### src/rtl/pipe_pkg.sv
// rtl/pipe_pkg.sv - shared state encodings, pc_sel codes and stage-control bundle
package pipe_pkg;

  typedef enum logic [1:0] {
    ST_RUN      = 2'b00,
    ST_MEM_WAIT = 2'b01,
    ST_HALT     = 2'b10
  } ctrl_state_e;

  localparam logic [1:0] PCSEL_SEQ = 2'b00;
  localparam logic [1:0] PCSEL_BR  = 2'b01;
  localparam logic [1:0] PCSEL_JMP = 2'b10;

  typedef struct packed {
    logic       pc_we;
    logic       ifid_we;
    logic       idex_we;
    logic       exmem_we;
    logic       ifid_flush;
    logic       idex_flush;
    logic       exmem_flush;
    logic [1:0] pc_sel;
  } stage_ctrl_t;

  localparam stage_ctrl_t CTRL_RUN  = '{1'b1, 1'b1, 1'b1, 1'b1, 1'b0, 1'b0, 1'b0, PCSEL_SEQ};
  localparam stage_ctrl_t CTRL_IDLE = '{1'b0, 1'b0, 1'b0, 1'b0, 1'b0, 1'b0, 1'b0, PCSEL_SEQ};
  localparam stage_ctrl_t CTRL_RST  = '{1'b0, 1'b0, 1'b0, 1'b0, 1'b1, 1'b1, 1'b1, PCSEL_SEQ};

endpackage

### src/rtl/pipeline_ctrl_if.sv
// rtl/pipeline_ctrl_if.sv - hazard inputs and stage-control outputs between controller and pipeline
interface pipe_ctrl_if;
  logic [4:0] id_rs;
  logic [4:0] id_rt;
  logic       id_uses_rt;
  logic       ex_mem_read;
  logic [4:0] ex_rt;
  logic       mem_branch;
  logic       mem_zf;
  logic       mem_jump;
  logic       mem_req;
  logic       mem_ready;
  logic       pc_we;
  logic       ifid_we;
  logic       idex_we;
  logic       exmem_we;
  logic       ifid_flush;
  logic       idex_flush;
  logic       exmem_flush;
  logic [1:0] pc_sel;

  modport master (
    input  id_rs, id_rt, id_uses_rt, ex_mem_read, ex_rt,
    input  mem_branch, mem_zf, mem_jump, mem_req, mem_ready,
    output pc_we, ifid_we, idex_we, exmem_we,
    output ifid_flush, idex_flush, exmem_flush, pc_sel
  );

  modport slave (
    output id_rs, id_rt, id_uses_rt, ex_mem_read, ex_rt,
    output mem_branch, mem_zf, mem_jump, mem_req, mem_ready,
    input  pc_we, ifid_we, idex_we, exmem_we,
    input  ifid_flush, idex_flush, exmem_flush, pc_sel
  );
endinterface

### src/rtl/hazard_detect.sv
// rtl/hazard_detect.sv - load-use hazard compare between ID/EX load and IF/ID sources
module hazard_detect (
  input  logic [4:0] id_rs,
  input  logic [4:0] id_rt,
  input  logic       id_uses_rt,
  input  logic       ex_mem_read,
  input  logic [4:0] ex_rt,
  output logic       load_use
);

  // r0 is hardwired zero, so a load targeting it never creates a dependency
  assign load_use = ex_mem_read && (ex_rt != 5'd0) &&
                    ((ex_rt == id_rs) || (id_uses_rt && (ex_rt == id_rt)));

endmodule

### src/rtl/pipeline_ctrl.sv
// rtl/pipeline_ctrl.sv - stall/flush/redirect controller with memory-wait timeout and perf counters
module pipeline_ctrl
  import pipe_pkg::*;
#(
  parameter int MEM_TIMEOUT = 16,
  parameter int CNT_W       = 16
) (
  input  logic             clk,
  input  logic             rst,
  pipe_ctrl_if.master      pif,
  output logic             halted,
  output logic [CNT_W-1:0] stall_cycles,
  output logic [CNT_W-1:0] flush_events
);

  localparam int WAIT_W = (MEM_TIMEOUT > 2) ? $clog2(MEM_TIMEOUT) : 1;
  localparam logic [WAIT_W-1:0] WAIT_LAST = WAIT_W'(MEM_TIMEOUT - 1);
  localparam logic [CNT_W-1:0]  CNT_MAX   = {CNT_W{1'b1}};

  ctrl_state_e       state_q, state_d;
  logic [WAIT_W-1:0] wait_cnt_q, wait_cnt_d;
  logic [CNT_W-1:0]  stall_q, stall_d;
  logic [CNT_W-1:0]  flush_q, flush_d;

  logic        load_use;
  logic        redirect;
  logic        run_active;
  stage_ctrl_t run_ctl;
  stage_ctrl_t ctl;

  hazard_detect u_hazard (
    .id_rs       (pif.id_rs),
    .id_rt       (pif.id_rt),
    .id_uses_rt  (pif.id_uses_rt),
    .ex_mem_read (pif.ex_mem_read),
    .ex_rt       (pif.ex_rt),
    .load_use    (load_use)
  );

  assign redirect = (pif.mem_branch && pif.mem_zf) || pif.mem_jump;

  // What RUN drives when no memory wait applies; MEM_WAIT reuses it on release
  always_comb begin
    run_ctl = CTRL_RUN;
    if (redirect) begin
      run_ctl.ifid_flush  = 1'b1;
      run_ctl.idex_flush  = 1'b1;
      run_ctl.exmem_flush = 1'b1;
      run_ctl.pc_sel      = pif.mem_jump ? PCSEL_JMP : PCSEL_BR;
    end else if (load_use) begin
      run_ctl.pc_we      = 1'b0;
      run_ctl.ifid_we    = 1'b0;
      run_ctl.idex_flush = 1'b1;
    end
  end

  always_comb begin
    state_d    = state_q;
    wait_cnt_d = wait_cnt_q;
    ctl        = CTRL_IDLE;
    run_active = 1'b0;
    case (state_q)
      ST_RUN: begin
        if (pif.mem_req && !pif.mem_ready) begin
          state_d    = ST_MEM_WAIT;
          wait_cnt_d = '0;
        end else begin
          ctl        = run_ctl;
          run_active = 1'b1;
        end
      end
      ST_MEM_WAIT: begin
        if (pif.mem_ready) begin
          ctl        = run_ctl;
          run_active = 1'b1;
          state_d    = ST_RUN;
        end else if (wait_cnt_q == WAIT_LAST) begin
          state_d = ST_HALT;
        end else begin
          wait_cnt_d = wait_cnt_q + WAIT_W'(1);
        end
      end
      ST_HALT: begin
        state_d = ST_HALT;
      end
      default: begin
        state_d = ST_RUN;
      end
    endcase
    if (rst) begin
      ctl        = CTRL_RST;
      run_active = 1'b0;
    end
  end

  always_comb begin
    stall_d = stall_q;
    flush_d = flush_q;
    if (!rst && (state_q != ST_HALT) && !ctl.pc_we && (stall_q != CNT_MAX)) begin
      stall_d = stall_q + CNT_W'(1);
    end
    if (run_active && redirect && (flush_q != CNT_MAX)) begin
      flush_d = flush_q + CNT_W'(1);
    end
  end

  always_ff @(posedge clk) begin
    if (rst) begin
      state_q    <= ST_RUN;
      wait_cnt_q <= '0;
      stall_q    <= '0;
      flush_q    <= '0;
    end else begin
      state_q    <= state_d;
      wait_cnt_q <= wait_cnt_d;
      stall_q    <= stall_d;
      flush_q    <= flush_d;
    end
  end

  assign pif.pc_we       = ctl.pc_we;
  assign pif.ifid_we     = ctl.ifid_we;
  assign pif.idex_we     = ctl.idex_we;
  assign pif.exmem_we    = ctl.exmem_we;
  assign pif.ifid_flush  = ctl.ifid_flush;
  assign pif.idex_flush  = ctl.idex_flush;
  assign pif.exmem_flush = ctl.exmem_flush;
  assign pif.pc_sel      = ctl.pc_sel;

  assign halted       = (state_q == ST_HALT);
  assign stall_cycles = stall_q;
  assign flush_events = flush_q;

endmodule

### src/flat_wrapper.sv
// flat-port wrapper written by rule: the top's interface ports become plain ports
module pipeline_ctrl_flat import pipe_pkg::*;
#(
  parameter int MEM_TIMEOUT = 16,
  parameter int CNT_W       = 16
)
  (clk, rst, halted, stall_cycles, flush_events, pif_id_rs, pif_id_rt, pif_id_uses_rt, pif_ex_mem_read, pif_ex_rt, pif_mem_branch, pif_mem_zf, pif_mem_jump, pif_mem_req, pif_mem_ready, pif_pc_we, pif_ifid_we, pif_idex_we, pif_exmem_we, pif_ifid_flush, pif_idex_flush, pif_exmem_flush, pif_pc_sel);
  pipe_ctrl_if pif_i ();
  input  logic clk;
  input  logic rst;
  output logic halted;
  output logic [CNT_W-1:0] stall_cycles;
  output logic [CNT_W-1:0] flush_events;
  input wire logic [$bits(pif_i.id_rs)-1:0] pif_id_rs;
  input wire logic [$bits(pif_i.id_rt)-1:0] pif_id_rt;
  input wire logic [$bits(pif_i.id_uses_rt)-1:0] pif_id_uses_rt;
  input wire logic [$bits(pif_i.ex_mem_read)-1:0] pif_ex_mem_read;
  input wire logic [$bits(pif_i.ex_rt)-1:0] pif_ex_rt;
  input wire logic [$bits(pif_i.mem_branch)-1:0] pif_mem_branch;
  input wire logic [$bits(pif_i.mem_zf)-1:0] pif_mem_zf;
  input wire logic [$bits(pif_i.mem_jump)-1:0] pif_mem_jump;
  input wire logic [$bits(pif_i.mem_req)-1:0] pif_mem_req;
  input wire logic [$bits(pif_i.mem_ready)-1:0] pif_mem_ready;
  output wire logic [$bits(pif_i.pc_we)-1:0] pif_pc_we;
  output wire logic [$bits(pif_i.ifid_we)-1:0] pif_ifid_we;
  output wire logic [$bits(pif_i.idex_we)-1:0] pif_idex_we;
  output wire logic [$bits(pif_i.exmem_we)-1:0] pif_exmem_we;
  output wire logic [$bits(pif_i.ifid_flush)-1:0] pif_ifid_flush;
  output wire logic [$bits(pif_i.idex_flush)-1:0] pif_idex_flush;
  output wire logic [$bits(pif_i.exmem_flush)-1:0] pif_exmem_flush;
  output wire logic [$bits(pif_i.pc_sel)-1:0] pif_pc_sel;
  assign pif_i.id_rs = pif_id_rs;
  assign pif_i.id_rt = pif_id_rt;
  assign pif_i.id_uses_rt = pif_id_uses_rt;
  assign pif_i.ex_mem_read = pif_ex_mem_read;
  assign pif_i.ex_rt = pif_ex_rt;
  assign pif_i.mem_branch = pif_mem_branch;
  assign pif_i.mem_zf = pif_mem_zf;
  assign pif_i.mem_jump = pif_mem_jump;
  assign pif_i.mem_req = pif_mem_req;
  assign pif_i.mem_ready = pif_mem_ready;
  assign pif_pc_we = pif_i.pc_we;
  assign pif_ifid_we = pif_i.ifid_we;
  assign pif_idex_we = pif_i.idex_we;
  assign pif_exmem_we = pif_i.exmem_we;
  assign pif_ifid_flush = pif_i.ifid_flush;
  assign pif_idex_flush = pif_i.idex_flush;
  assign pif_exmem_flush = pif_i.exmem_flush;
  assign pif_pc_sel = pif_i.pc_sel;
  pipeline_ctrl #(.MEM_TIMEOUT(MEM_TIMEOUT), .CNT_W(CNT_W)) u_core (.clk(clk), .rst(rst), .pif(pif_i), .halted(halted), .stall_cycles(stall_cycles), .flush_events(flush_events));
endmodule
### config.mk
export PLATFORM = sky130hd
export DESIGN_NAME = pipeline_ctrl_flat
export DESIGN_NICKNAME = d
export VERILOG_FILES = /design/src/rtl/pipe_pkg.sv /design/src/rtl/pipeline_ctrl_if.sv /design/src/rtl/hazard_detect.sv /design/src/rtl/pipeline_ctrl.sv /design/src/flat_wrapper.sv
export SDC_FILE = /design/constraint.sdc
export NUM_CORES = 1
export LEC_CHECK = 0
export ABC_AREA = 1
export CORE_MARGIN = 2
export CORE_UTILIZATION = 53
export CTS_CLUSTER_DIAMETER = 150
export DETAILED_ROUTE_END_ITERATION = 8
export PLACE_DENSITY_LB_ADDON = 0.08
export SYNTH_ARGS = -nofsm -noshare
export SYNTH_HDL_FRONTEND = slang
export SYNTH_SLANG_ARGS = --single-unit
### constraint.sdc
create_clock -name clk -period 4.97 [get_ports clk]
set_clock_uncertainty 0.1 [all_clocks]
set_input_delay 0.994 -clock clk [delete_from_list [all_inputs] [get_ports clk]]
set_output_delay 0.994 -clock clk [all_outputs]
set_load 0.01 [all_outputs]
==> results of run 1 <==
==> cells by family (layout without fill, tap and decap cells) <==
| family | Yosys count | after routing |
|---|---|---|
| AO/OA/AOI/OAI | 43 | 43 |
| adder cells (fa/ha/maj) | 3 | 3 |
| XOR/XNOR | 24 | 24 |
| buffers and inverters | 54 | 118 |
| AND/OR/NAND/NOR | 207 | 207 |
| flip-flops | 38 | 38 |
==> state kept, by name (all words and copies together), names as in the netlist <==
| register | flops |
|---|---|
| u_core.stall_cycles | 16 |
| u_core.state_q | 2 |
| u_core.flush_events | 16 |
| u_core.wait_cnt_q | 4 |
==> area by class of cell <==
class	instances	area [um^2]	area share
Inverter	44	168	0.0521
Clock inverter	2	12.5	0.00389
Tap cell	52	65.1	0.0202
Multi-Input combinational cell	277	1470	0.457
Timing Repair Buffer	66	658	0.205
Sequential cell	38	761	0.236
Clock buffer	6	82.6	0.0257
==> placed cells by master (no fill, tap or decap), drive strengths merged <==
cell type,Yosys,final
nand4,4,4
o31ai,1,1
buf,7,1
nand3b,1,1
xnor2,9,9
o21bai,2,2
a31o,1,1
nand3,33,33
o21ai,7,7
nor3b,2,2
ha,3,3
nor3,8,8
clkinv,0,1
dfxtp,38,38
nor2,49,49
clkdlybuf4s50,0,65
a21oi,31,31
clkbuf,3,6
nor4,2,2
clkinvlp,0,1
a211oi,1,1
inv,44,44
nand2,108,108
xor2,15,15
==> routing by layer <==
metal / vias to the layer above / share of wire
met1: 1124 / 0.44
met2: 87 / 0.47
met3: 8 / 0.073
li1: 1300 / -
met5: - / 0
met4: 0 / 0.014
==> through the flow <==
step	setup WS (ns)	cell area [um^2]	hold slack [ns]
floorplan	1.85	2480	0.347
global placement	0.853	3120	0.369
detailed placement	0.809	3120	0.381
CTS	0.804	3220	0.392
global route	0.731	3220	0.426
finish	0.817	3220	0.384
==> Yosys cell counts, types with 2 or more instances <==
cell / instances
nand3_1: 32
nor3b_1: 2
nand2_1: 95
ha_1: 3
clkbuf_1: 3
buf_4: 4
nand2_2: 9
xnor2_1: 9
nor3_1: 7
nor4_1: 2
inv_2: 7
nand2_4: 4
o21bai_1: 2
o21ai_0: 5
a21oi_2: 9
nand4_1: 4
xor2_1: 15
dfxtp_1: 38
nor2_1: 45
inv_1: 36
nor2_2: 2
a21oi_1: 21
nor2_4: 2
==> where the power goes <==
group	switching, mW	internal (mW)
sequential	0.00595	0.310
clock	0.110	0.111
combinational	0.0683	0.0550
total	0.184	0.476
==> worst max-delay path by stage <==
stage / endpoint / startpoint / cells after the start
finish: pif_idex_flush / rst / 5
global route: pif_idex_flush / rst / 5
global placement: pif_idex_flush / rst / 5
floorplan: pif_pc_we / pif_mem_ready / 10
CTS: pif_idex_flush / rst / 5
detailed placement: pif_idex_flush / rst / 5
==> critical path, cell delays in order <==
cell and delay (ns):
clkdlybuf4s50_1 0.99, inv_2 0.26, nand2_1 0.18, a31o_2 0.11, clkdlybuf4s50_1 0.52
==> out/results.ini, run 1 <==
[run_status]
status=complete, no violations

[global_route]
grt_pass1_wl_um=9520
grt-busiest-layer=met2
grt_max_degree=20
antenna_found_initial=0
met2_usage=0.393
grt_pass1_vias=2225
met3_usage=0.0444
grt_usage=0.223
grt_overflow=0
use_met1=0.274

[clock_network]
cts_tree=built
postCtsHoldBufs=0
postCtsSetupBuffers=0
clock_sinks=38
worstSkewPairLatency_ns=0.29
htree_num_levels=2
path_clk_slew_ns=0.07
cts.repair.resized=0
cts_root_buf=clkbuf_8
clockBufferDepth=2
cts_buffers=5

[die]
die_w_um=72.4
die-area_um2=5230
io_pins=66
start_util=0.561
fp-row-count=24
die_h_um=72.4
core_area_um2=4410

[logic_synthesis]
synthCells=369
synthMuxAreaShare=0
synth_cell_type_count=36
yosys-top-cells-area=dfxtp_1, nand2_1, nor2_1
synth_top_family_by_area=simple AND/OR/NAND/NOR gates
syn_nets=396
netlist_area_um2=2480
synth_xor_area_frac=0.0849
syn_area_per_cell_um2=6.71
synth_largest_area_cell=dfxtp_1
synth_compound_area_frac=0.115
ys.flop_type=dfxtp_1
ys_seq_area_frac=0.307
synth-adder-area-share=0.0152
synth-simple-area-share=0.378
yosys_warnings=0
async_flop_share=0
ys_seq_elements=38
synth_edf_count=0
netlist.area_leader.share=0.307

[power]
leakagePower_nw=1.25
power_density_nw_per_um2=205
ir_worst_vdd_mv=0.107
p_total_mw=0.660

[worst_setup_path]
arrival_ns=3.06
start_kind=input pin
path_max_fanout=14
crit_required_ns=3.88
crit_type=input pin to output pin
reg2reg_from=u_core.stall_cycles[0]
cp-end-kind=output pin
reg2regPathDepth=9
reg2reg_slack_ns=3.03
r2r-end=u_core.stall_cycles[1]

[drt]
first_iter_violations=102
avgRoutedWirePerCell_um=11.7
via_per_inst=5.19
drc=0
via_count=2519
drtAntennaViolNets=0
first_pass_iters=4
routed_wl_um=5680

[timing]
slew_viol_final=0
final-hold-violation-count=0
min_period_over_period=0.836
layout_min_cycle_time_ns=4.15
max_freq_ghz=0.241
fin_setup_tns_ns=0
slew_headroom=0.470
setup_viol=0
rsz0062_at_grt=false
worst_pin_slew_ns=0.793

[place]
place_inst=477
routabilityCongestion=0.891
io_buffers=65
dp_hpwl_um=4290

[cells_and_area]
instances_no_fill=485
final_core_util=0.729
syn_to_final_growth_pct=29.9
fillers=381
drive_above_1_share=0.111
layout.nets=459
antenna_cells=0

[worst_hold_path]
hold_path_end=u_core.wait_cnt_q[1]
hp-class=flip-flop to flip-flop
min_from=u_core.wait_cnt_q[1]
worstHoldPathCells=2

[job]
cap_violations=0

No activity file was read; power rests on OpenSTA's default activity.
==> run 2: changes to the inputs <==
--- a/config.mk
+++ b/config.mk
@@ -7,7 +7,7 @@
 export LEC_CHECK = 0
 export ABC_AREA = 1
 export CORE_MARGIN = 2
-export CORE_UTILIZATION = 53
+export CORE_UTILIZATION = 44
 export CTS_CLUSTER_DIAMETER = 150
 export DETAILED_ROUTE_END_ITERATION = 8
 export PLACE_DENSITY_LB_ADDON = 0.08
==> constraint.sdc (replaced) <==
create_clock -name clk -period 3.61 [get_ports clk]
set_clock_uncertainty 0.1 [all_clocks]
set_input_delay 0.722 -clock clk [delete_from_list [all_inputs] [get_ports clk]]
set_output_delay 0.722 -clock clk [all_outputs]
set_load 0.01 [all_outputs]
==> out/results.ini, run 2 (synthesis gave the netlist of run 1 again) <==
[timing]
fin_setup_tns_ns=0  ; unchanged
rsz0062_at_grt=false  ; unchanged
setup_viol=0  ; unchanged
layout_min_cycle_time_ns=3.32
slew_headroom=0.749  ; was 0.470
final-hold-violation-count=0  ; unchanged
worst_pin_slew_ns=0.373  ; was 0.793 ns
min_period_over_period=0.920
layout_setup_ws_ns=0.290  ; was 0.817 ns
slew_viol_final=0  ; unchanged
max_freq_ghz=0.301

[place]
place_inst=499  ; was 477
io_buffers=65  ; unchanged
routabilityCongestion=0.831  ; was 0.891
pre_cts_ws_ns=0.279  ; was 0.809 ns
dpl_cell_area_um2=3160  ; was 3120 um^2
dp_hpwl_um=4510  ; was 4290 um

[global_route]
antenna_found_initial=0  ; unchanged
grt_pass1_vias=2303  ; was 2,225
grt_max_degree=26  ; was 20
grt_pass1_wl_um=10300  ; was 9520 um
grt_overflow=0  ; unchanged
grt_usage=0.205  ; was 0.223

[worst_setup_path]
worstSetupStartpoint=pif_mem_ready  ; was rst
reg2reg_from=u_core.stall_cycles[0]  ; unchanged
start_kind=input pin  ; unchanged
crit_type=input pin to output pin  ; unchanged
crit_required_ns=2.79  ; was 3.88 ns
cp-end-kind=output pin  ; unchanged
arrival_ns=2.50  ; was 3.06 ns
path_max_fanout=5  ; was 14

[worst_hold_path]
hp-class=flip-flop to flip-flop  ; unchanged
min_from=u_core.wait_cnt_q[0]  ; was u_core.wait_cnt_q[1]

[die]
io_pins=66  ; unchanged
die-area_um2=6240  ; was 5230 um^2
fp-row-count=27  ; was 24
die_w_um=79.0  ; was 72.4 um
die_h_um=79.0  ; was 72.4 um
core_area_um2=5470  ; was 4410 um^2
start_util=0.452  ; was 0.561

[clock_network]
postCtsSetupBuffers=0  ; unchanged
cts.repair.resized=0  ; unchanged
clockBufferDepth=2  ; unchanged
worstSkewPairLatency_ns=0.29  ; about the same
clock_sinks=38  ; unchanged
htree_num_levels=2  ; unchanged
postCtsHoldBufs=0  ; unchanged
cts_buffers=5  ; unchanged
cts_root_buf=clkbuf_8  ; unchanged
path_clk_slew_ns=0.07  ; about the same
cts_tree=built  ; unchanged

[drt]
first_iter_violations=174  ; was 102
drc=0  ; unchanged
routed_wl_um=5870  ; was 5680 um
avgRoutedWirePerCell_um=11.6  ; was 11.7 um
via_per_inst=4.85  ; was 5.19
via_count=2460  ; was 2,519
drtAntennaViolNets=0  ; unchanged
first_pass_iters=4  ; unchanged

[cells_and_area]
syn_to_final_growth_pct=31.5  ; was 29.9%
layout_common_cells=nand2_1, clkdlybuf4s50_1, nor2_1  ; unchanged
final_core_util=0.595  ; was 0.729
fillers=574  ; was 381
final_common_cell=nand2_1  ; unchanged
instances_no_fill=507  ; was 485
antenna_cells=0  ; unchanged
drive_above_1_share=0.115  ; was 0.111
layout.nets=461  ; was 459
finish.instance_area_um2=3260  ; was 3220 um^2

[power]
leakagePower_nw=1.25  ; about the same
power_density_nw_per_um2=282  ; was 205 nW/um^2
ir_worst_vdd_mv=0.142  ; was 0.107 mV

[job]
cap_violations=0  ; unchanged

[run_status]
status=complete, no violations  ; unchanged

[run 2: cell count changes in the layout (fill, tap and decap cells not counted)]
cell	change
buf_4	+2
[run 2: final timing paths]
path                            slack (ns)                       to  cells past startpoint
worst max register to register        1.72  u_core.stall_cycles[11]                      9
worst max-delay path                  0.29            pif_pc_sel[1]                     10
worst min-delay path                  0.39     u_core.wait_cnt_q[0]                      1
worst min register to register        0.39     u_core.wait_cnt_q[0]                      1
[run 2: metrics by stage]
stage,hold WS (ns),power (mW)
finish,0.386,0.919
global route,0.416,0.973
CTS,0.393,0.930
detailed placement,0.374,0.619
global placement,0.373,0.616
floorplan,0.347,0.549
[run 2: area by class of cell]
type                       count  area [um^2]  area share
multi-input combinational    277         1470       0.451
sequential                    38          761       0.234
timing repair buffer          68          673       0.207
inverter                      44          168      0.0515
tap                           72         90.1      0.0277
clock buffer                   6         82.6      0.0254
clock inverter                 2         12.5     0.00384
[run 2: layer usage]
metal | track usage | up-vias | part of all wire
li1 | - | 1296 | -
met1 | 0.258 | 1115 | 0.46
met2 | 0.355 | 44 | 0.49
met3 | 0.0409 | 5 | 0.037
met4 | 0.0586 | 0 | 0.011
met5 | 0 | - | 0
[run 2: report_power, final]
group          leakage (nW)  internal (mW)  switching, mW  total (mW)
Clock                0.0472          0.154          0.158       0.312
Combinational         0.901         0.0776         0.0950       0.173
Sequential            0.307          0.426        0.00791       0.434
[run 2: worst max-delay path: stages]
cell and delay, ns:
clkdlybuf4s50_1 0.50, inv_2 0.06, nand2_1 0.09, nand2_1 0.10, o21ai_4 0.12, inv_2 0.07
nor2_4 0.14, inv_1 0.08, nor2_1 0.09, clkdlybuf4s50_1 0.54
==> run 3: changes to the inputs <==
--- a/config.mk
+++ b/config.mk
@@ -6,6 +6,7 @@
 export NUM_CORES = 1
 export LEC_CHECK = 0
 export ABC_AREA = 1
+export ABC_CLOCK_PERIOD_IN_PS = 3610
 export CORE_MARGIN = 2
 export CORE_UTILIZATION = 44
 export CTS_CLUSTER_DIAMETER = 150
==> results of run 3 <==
The final DEF is identical to that of run 2; final timing and power are the same.
==> variant 1: new RTL, settings of run 2 <==
Reset style: asynchronous (`rst`), changed in one clocked block.
--- a/src/rtl/pipeline_ctrl.sv
+++ b/src/rtl/pipeline_ctrl.sv
@@ -105,5 +105,5 @@
   end
 
-  always_ff @(posedge clk) begin
+  always_ff @(posedge clk or posedge rst) begin
     if (rst) begin
       state_q    <= ST_RUN;
Check against the original RTL: differs if rst is asserted again (counterexample within 4 cycles, from zero or initial values and one cycle with rst high); with rst held inactive, the same outputs for 10 cycles.
==> variant 1 against run 2 <==
Synthesized area is 1.9% higher. Routed wire length is 1.0% lower. Design area is 1.7% higher. Non-clock buffer count stayed put. Synthesized cell count is 4.1% lower. Total power is 9.0% lower. Sequential cell count stayed put. Hold slack better by 52 ps. Count of clock-buffer cells in the layout stayed put. Final cell count is 3.0% lower. Worst setup slack worse by 35 ps. Critical path depth stayed put. Critical path type unchanged. Largest cell class unchanged. Highest routed layer unchanged.
==> variant 1: results (changes against run 2) <==
\begin{tabular}{lr}
\hline
Metric & Value \\
\hline
\multicolumn{2}{l}{\textbf{Synth}} \\
\quad Average cell area after synthesis & 7.13 um\^{}2 (+6.2\%) \\
\quad Post-Synthesis Net Count & 381 (-3.8\%) \\
\quad Compound-cell area share of the yosys netlist & 4.16\% (-7.4 points) \\
\quad Most frequent cells after synthesis & 119 x sky130\_fd\_sc\_hd\_\_nand2\_1, 43 x sky130\_fd\_sc\_hd\_\_inv\_1, 38 x sky130\_fd\_sc\_hd\_\_dfrtp\_1 \\
\quad Ranking of synthesized cells by area & sky130\_fd\_sc\_hd\_\_dfrtp\_1 38\%, sky130\_fd\_sc\_hd\_\_nand2\_1 18\%, sky130\_fd\_sc\_hd\_\_inv\_1 6.4\% \\
\quad Sequential cell area fraction in the yosys report & 37.7\% (+7.0 points) \\
\quad Unique cell type count in the Yosys netlist & 27 (-25\%) \\
\quad Fraction of synthesized cell area in xor and xnor cells & 9.72\% (+1.2 points) \\
\quad Synth Area in Adders & 1.49\% (-0.029 points) \\
\multicolumn{2}{l}{\textbf{Timing}} \\
\quad Worst Max-Slew Pin Slew & 508 ps (+135 ps) \\
\quad Worst-case setup margin in the final layout & 255 ps (-35.1 ps) \\
\multicolumn{2}{l}{\textbf{Finish}} \\
\quad FILL cells & 520 (-9.4\%) \\
\quad Share of layout cells above drive strength 1 & 5.00\% (-6.5 points) \\
\quad Final net count & 446 (-3.3\%) \\
\multicolumn{2}{l}{\textbf{Detailed routing}} \\
\quad DR vias & 2438 (-0.89\%) \\
\multicolumn{2}{l}{\textbf{Setup path}} \\
\quad Capturing element of the worst setup path & pif\_pc\_sel[0] \\
\quad Data arrival time of the worst path & 2530 ps (+30 ps) \\
\quad FF-to-FF Start & u\_core.state\_q[0]\$\_DFFE\_PP0P\_ \\
\quad Endpoint of the lowest-slack register-to-register path & u\_core.flush\_events[4]\$\_DFFE\_PP0P\_ \\
\multicolumn{2}{l}{\textbf{Run status}} \\
\quad Status & finished, final reports clean \\
\multicolumn{2}{l}{\textbf{Place}} \\
\quad Inst Count DP & 484 (-3.0\%) \\
\quad Final HPWL DP & 4420 um (-1.9\%) \\
\quad Instance area after placement & 0.00322 mm\^{}2 (+1.8\%) \\
\quad Routability congestion estimate & 0.873 (+5.0\%) \\
\multicolumn{2}{l}{\textbf{Power and ir drop}} \\
\quad Combinational Power Share & 10.5\% (-8.3 points) \\
\quad Worst ir drop on vdd & 0.000137 V (-3.5\%) \\
\quad Power Combinational & 0.0000881 W (-49\%) \\
\multicolumn{2}{l}{\textbf{GRT}} \\
\quad Total routing usage reported by global routing & 20.0\% (-0.55 points) \\
\quad Global-route wire length before repair & 10200 um (-0.67\%) \\
\multicolumn{2}{l}{\textbf{Worst hold path}} \\
\quad End point of the worst hold path & u\_core.flush\_events[7]\$\_DFFE\_PP0P\_ \\
\hline
\end{tabular}
## variant 1: layout make-up
cell class / count / area, um^2 / share of cell area (%)
Inverter: 46 / 173 / 5.21
Multi-Input combinational cell: 260 / 1330 / 40.2
Sequential cell: 38 / 951 / 28.7
Clock inverter: 2 / 12.5 / 0.378
Tap cell: 72 / 90.1 / 2.72
Clock buffer: 6 / 82.6 / 2.49
Timing Repair Buffer: 68 / 673 / 20.3
## variant 1: per-layer routing
layer	wire length [um]	up-vias	track usage [%]	part of all wire [%]
li1	-	1257	-	-
met1	2770	1116	26.4	48
met2	2720	59	33.2	47
met3	272	6	4.19	4.7
met4	48	0	5.25	0.83
met5	0	-	0	0
## variant 1: critical path, delay by kind of cell
kind / cells / cell delay (ps)
simple gates: 4 / 450
buf+inv: 5 / 1280
compound gates: 1 / 80
==> variant 2: new RTL, config.mk and constraints of run 2 <==
Made on the original files. `CNT_W` is set to 16 in 2 places; all go to 12.
--- a/src/rtl/pipeline_ctrl.sv
+++ b/src/rtl/pipeline_ctrl.sv
@@ -4,5 +4,5 @@
 #(
   parameter int MEM_TIMEOUT = 16,
-  parameter int CNT_W       = 16
+  parameter int CNT_W       = 12
 ) (
   input  logic             clk,
--- a/src/flat_wrapper.sv
+++ b/src/flat_wrapper.sv
@@ -3,5 +3,5 @@
 #(
   parameter int MEM_TIMEOUT = 16,
-  parameter int CNT_W       = 16
+  parameter int CNT_W       = 12
 )
   (clk, rst, halted, stall_cycles, flush_events, pif_id_rs, pif_id_rt, pif_id_uses_rt, pif_ex_mem_read, pif_ex_rt, pif_mem_branch, pif_mem_zf, pif_mem_jump, pif_mem_req, pif_mem_ready, pif_pc_we, pif_ifid_we, pif_idex_we, pif_exmem_we, pif_ifid_flush, pif_idex_flush, pif_exmem_flush, pif_pc_sel);
Interface: changed (resized flush_events and stall_cycles); port bits go from 66 to 58. The function was not compared with the original's and may differ.
==> variant 2 against run 2 <==
Routed wire length shrank 23%. Worst setup slack gained 77 ps. Critical endpoint is now pif_ifid_we. Largest power group unchanged. Sequential cell count decreased by 8. Synthesized area shrank 22%. Critical path type unchanged. Design area is 19% lower. Total power decreased by 16%. Core utilization rose by 1.7 points.
==> variant 2: results (changes against run 2) <==
\begin{tabular}{lr}
\hline
Metric & Value \\
\hline
\multicolumn{2}{l}{\textbf{Setup path}} \\
\quad Data arrival time of the worst path & 2420 ps (-80 ps) \\
\quad Setup slack on the worst flop-to-flop path & 1590 ps (-130 ps) \\
\quad Largest fanout on the critical path & 3 (-2) \\
\multicolumn{2}{l}{\textbf{Timing}} \\
\quad Relative slew margins & 60.0\% (-15 points) \\
\quad Worst-case setup margin in the final layout & 367 ps (+76.9 ps) \\
\multicolumn{2}{l}{\textbf{Power and ir drop}} \\
\quad Total leakage power & 1.08 nW (-14\%) \\
\quad NetSw & 0.000210 W (-20\%) \\
\quad Total chip power & 0.000771 W (-16\%) \\
\quad Clock network fraction of total power & 36.0\% (+2.1 points) \\
\quad Worst ir drop on vdd & 0.000179 V (+26\%) \\
\quad Seq group & 0.000345 W (-21\%) \\
\multicolumn{2}{l}{\textbf{Clock network}} \\
\quad Number of buffers created by CTS & 5 (unchanged) \\
\quad Clk buf depth & 2 (unchanged) \\
\multicolumn{2}{l}{\textbf{Finish}} \\
\quad Final net count & 376 (-18\%) \\
\quad Share of layout cells above drive strength 1 & 10.9\% (-0.64 points) \\
\quad FILL cells & 421 (-27\%) \\
\quad Number of antenna repair diodes & 0 (unchanged) \\
\multicolumn{2}{l}{\textbf{Detailed routing}} \\
\quad Detailed-routed wire length on met3 & 211 um (-4.1\%) \\
\quad Iter 0 DRT Violations & 74 (-57\%) \\
\quad Wire length on met1 & 2010 um (-25\%) \\
\quad DR vias & 2005 (-18\%) \\
\quad Highest routed layer & met4 \\
\quad Metal2 WL & 2260 um (-22\%) \\
\quad Aggregate routed wire length & 4530 um (-23\%) \\
\multicolumn{2}{l}{\textbf{Synth}} \\
\quad Post-Synthesis Net Count & 318 (-20\%) \\
\quad Sequential cell area fraction in the yosys report & 31.0\% (+0.27 points) \\
\quad Number of synthesis warnings & 0 (unchanged) \\
\quad Unique cell type count in the Yosys netlist & 35 (-2.8\%) \\
\quad Ranking of synthesized cells by area & sky130\_fd\_sc\_hd\_\_dfxtp\_1 31\%, sky130\_fd\_sc\_hd\_\_nand2\_1 15\%, sky130\_fd\_sc\_hd\_\_nand3\_1 6.7\% \\
\quad Most frequent cells after synthesis & 78 x sky130\_fd\_sc\_hd\_\_nand2\_1, 33 x sky130\_fd\_sc\_hd\_\_inv\_1, 30 x sky130\_fd\_sc\_hd\_\_dfxtp\_1 \\
\multicolumn{2}{l}{\textbf{GRT}} \\
\quad Maximum number of pins on one net before global-route repair & 19 (-27\%) \\
\quad Global-route wire length before repair & 8040 um (-22\%) \\
\quad Total routing usage reported by global routing & 19.8\% (-0.75 points) \\
\quad Number of global-route vias before repair & 1878 (-18\%) \\
\multicolumn{2}{l}{\textbf{Place}} \\
\quad Number of buffer cells added on primary ports & 57 (-12\%) \\
\quad Routability congestion estimate & 0.843 (+1.4\%) \\
\quad Final HPWL DP & 3440 um (-24\%) \\
\quad Post-Place Setup Slack & 356 ps (+77.0 ps) \\
\multicolumn{2}{l}{\textbf{Run status}} \\
\quad Status & finished, final reports clean \\
\hline
\end{tabular}
variant 2: layer usage:
layer  up-vias  global-route usage [%]
li1       1045                       -
met1       905                    23.8
met2        50                    34.6
met3         5                    4.76
met5         -                       0
met4         0                    5.77
variant 2: worst paths after layout:
kind,cells past startpoint,end,from
worst min register to register,1,u_core.wait_cnt_q[0]$_SDFFE_PP0P_,u_core.wait_cnt_q[0]$_SDFFE_PP0P_
worst min-delay path,1,u_core.wait_cnt_q[0]$_SDFFE_PP0P_,u_core.wait_cnt_q[0]$_SDFFE_PP0P_
worst max register to register,6,u_core.stall_cycles[2]$_SDFFE_PP0P_,u_core.stall_cycles[0]$_SDFFE_PP0P_
worst max-delay path,9,pif_ifid_we,pif_ex_rt[3]
variant 2: metrics by stage:
| step | std cells | area [um^2] | hold slack, ps | util [%] |
|---|---|---|---|---|
| final | 402 | 2630 | 375 | 61.2 |
| after global routing | 402 | 2630 | 412 | 61.2 |
| after CTS | 402 | 2630 | 382 | 61.2 |
| after detailed placement | 394 | 2540 | 373 | 59.1 |
| after global placement | 394 | 2540 | 366 | 59.1 |
| after floorplan | 291 | 1940 | 346 | - |
variant 2: kinds of logic (layout without fill, tap and decap cells):
family	count (synthesis)	in the layout	share of synthesized area, %
xor gates and xnor gates	18	18	8.13
adders and majority gates	3	3	1.94
DFF	30	30	31.0
buffers and inverters	48	107	10.8
and+or+nand+nor	154	154	35.6
AOI/OAI and AO/OA	38	38	12.5
variant 2: final cells by class:
cell class              instances  area (um^2)  area share, %
clock buffers                   7         86.3           3.28
inverters                      39          151           5.76
flip-flops and latches         30          601           22.8
clock inverters                 1         5.00          0.190
well taps                      52         65.1           2.48
repair buffers                 60          593           22.6
multi-input cells             213         1130           42.9
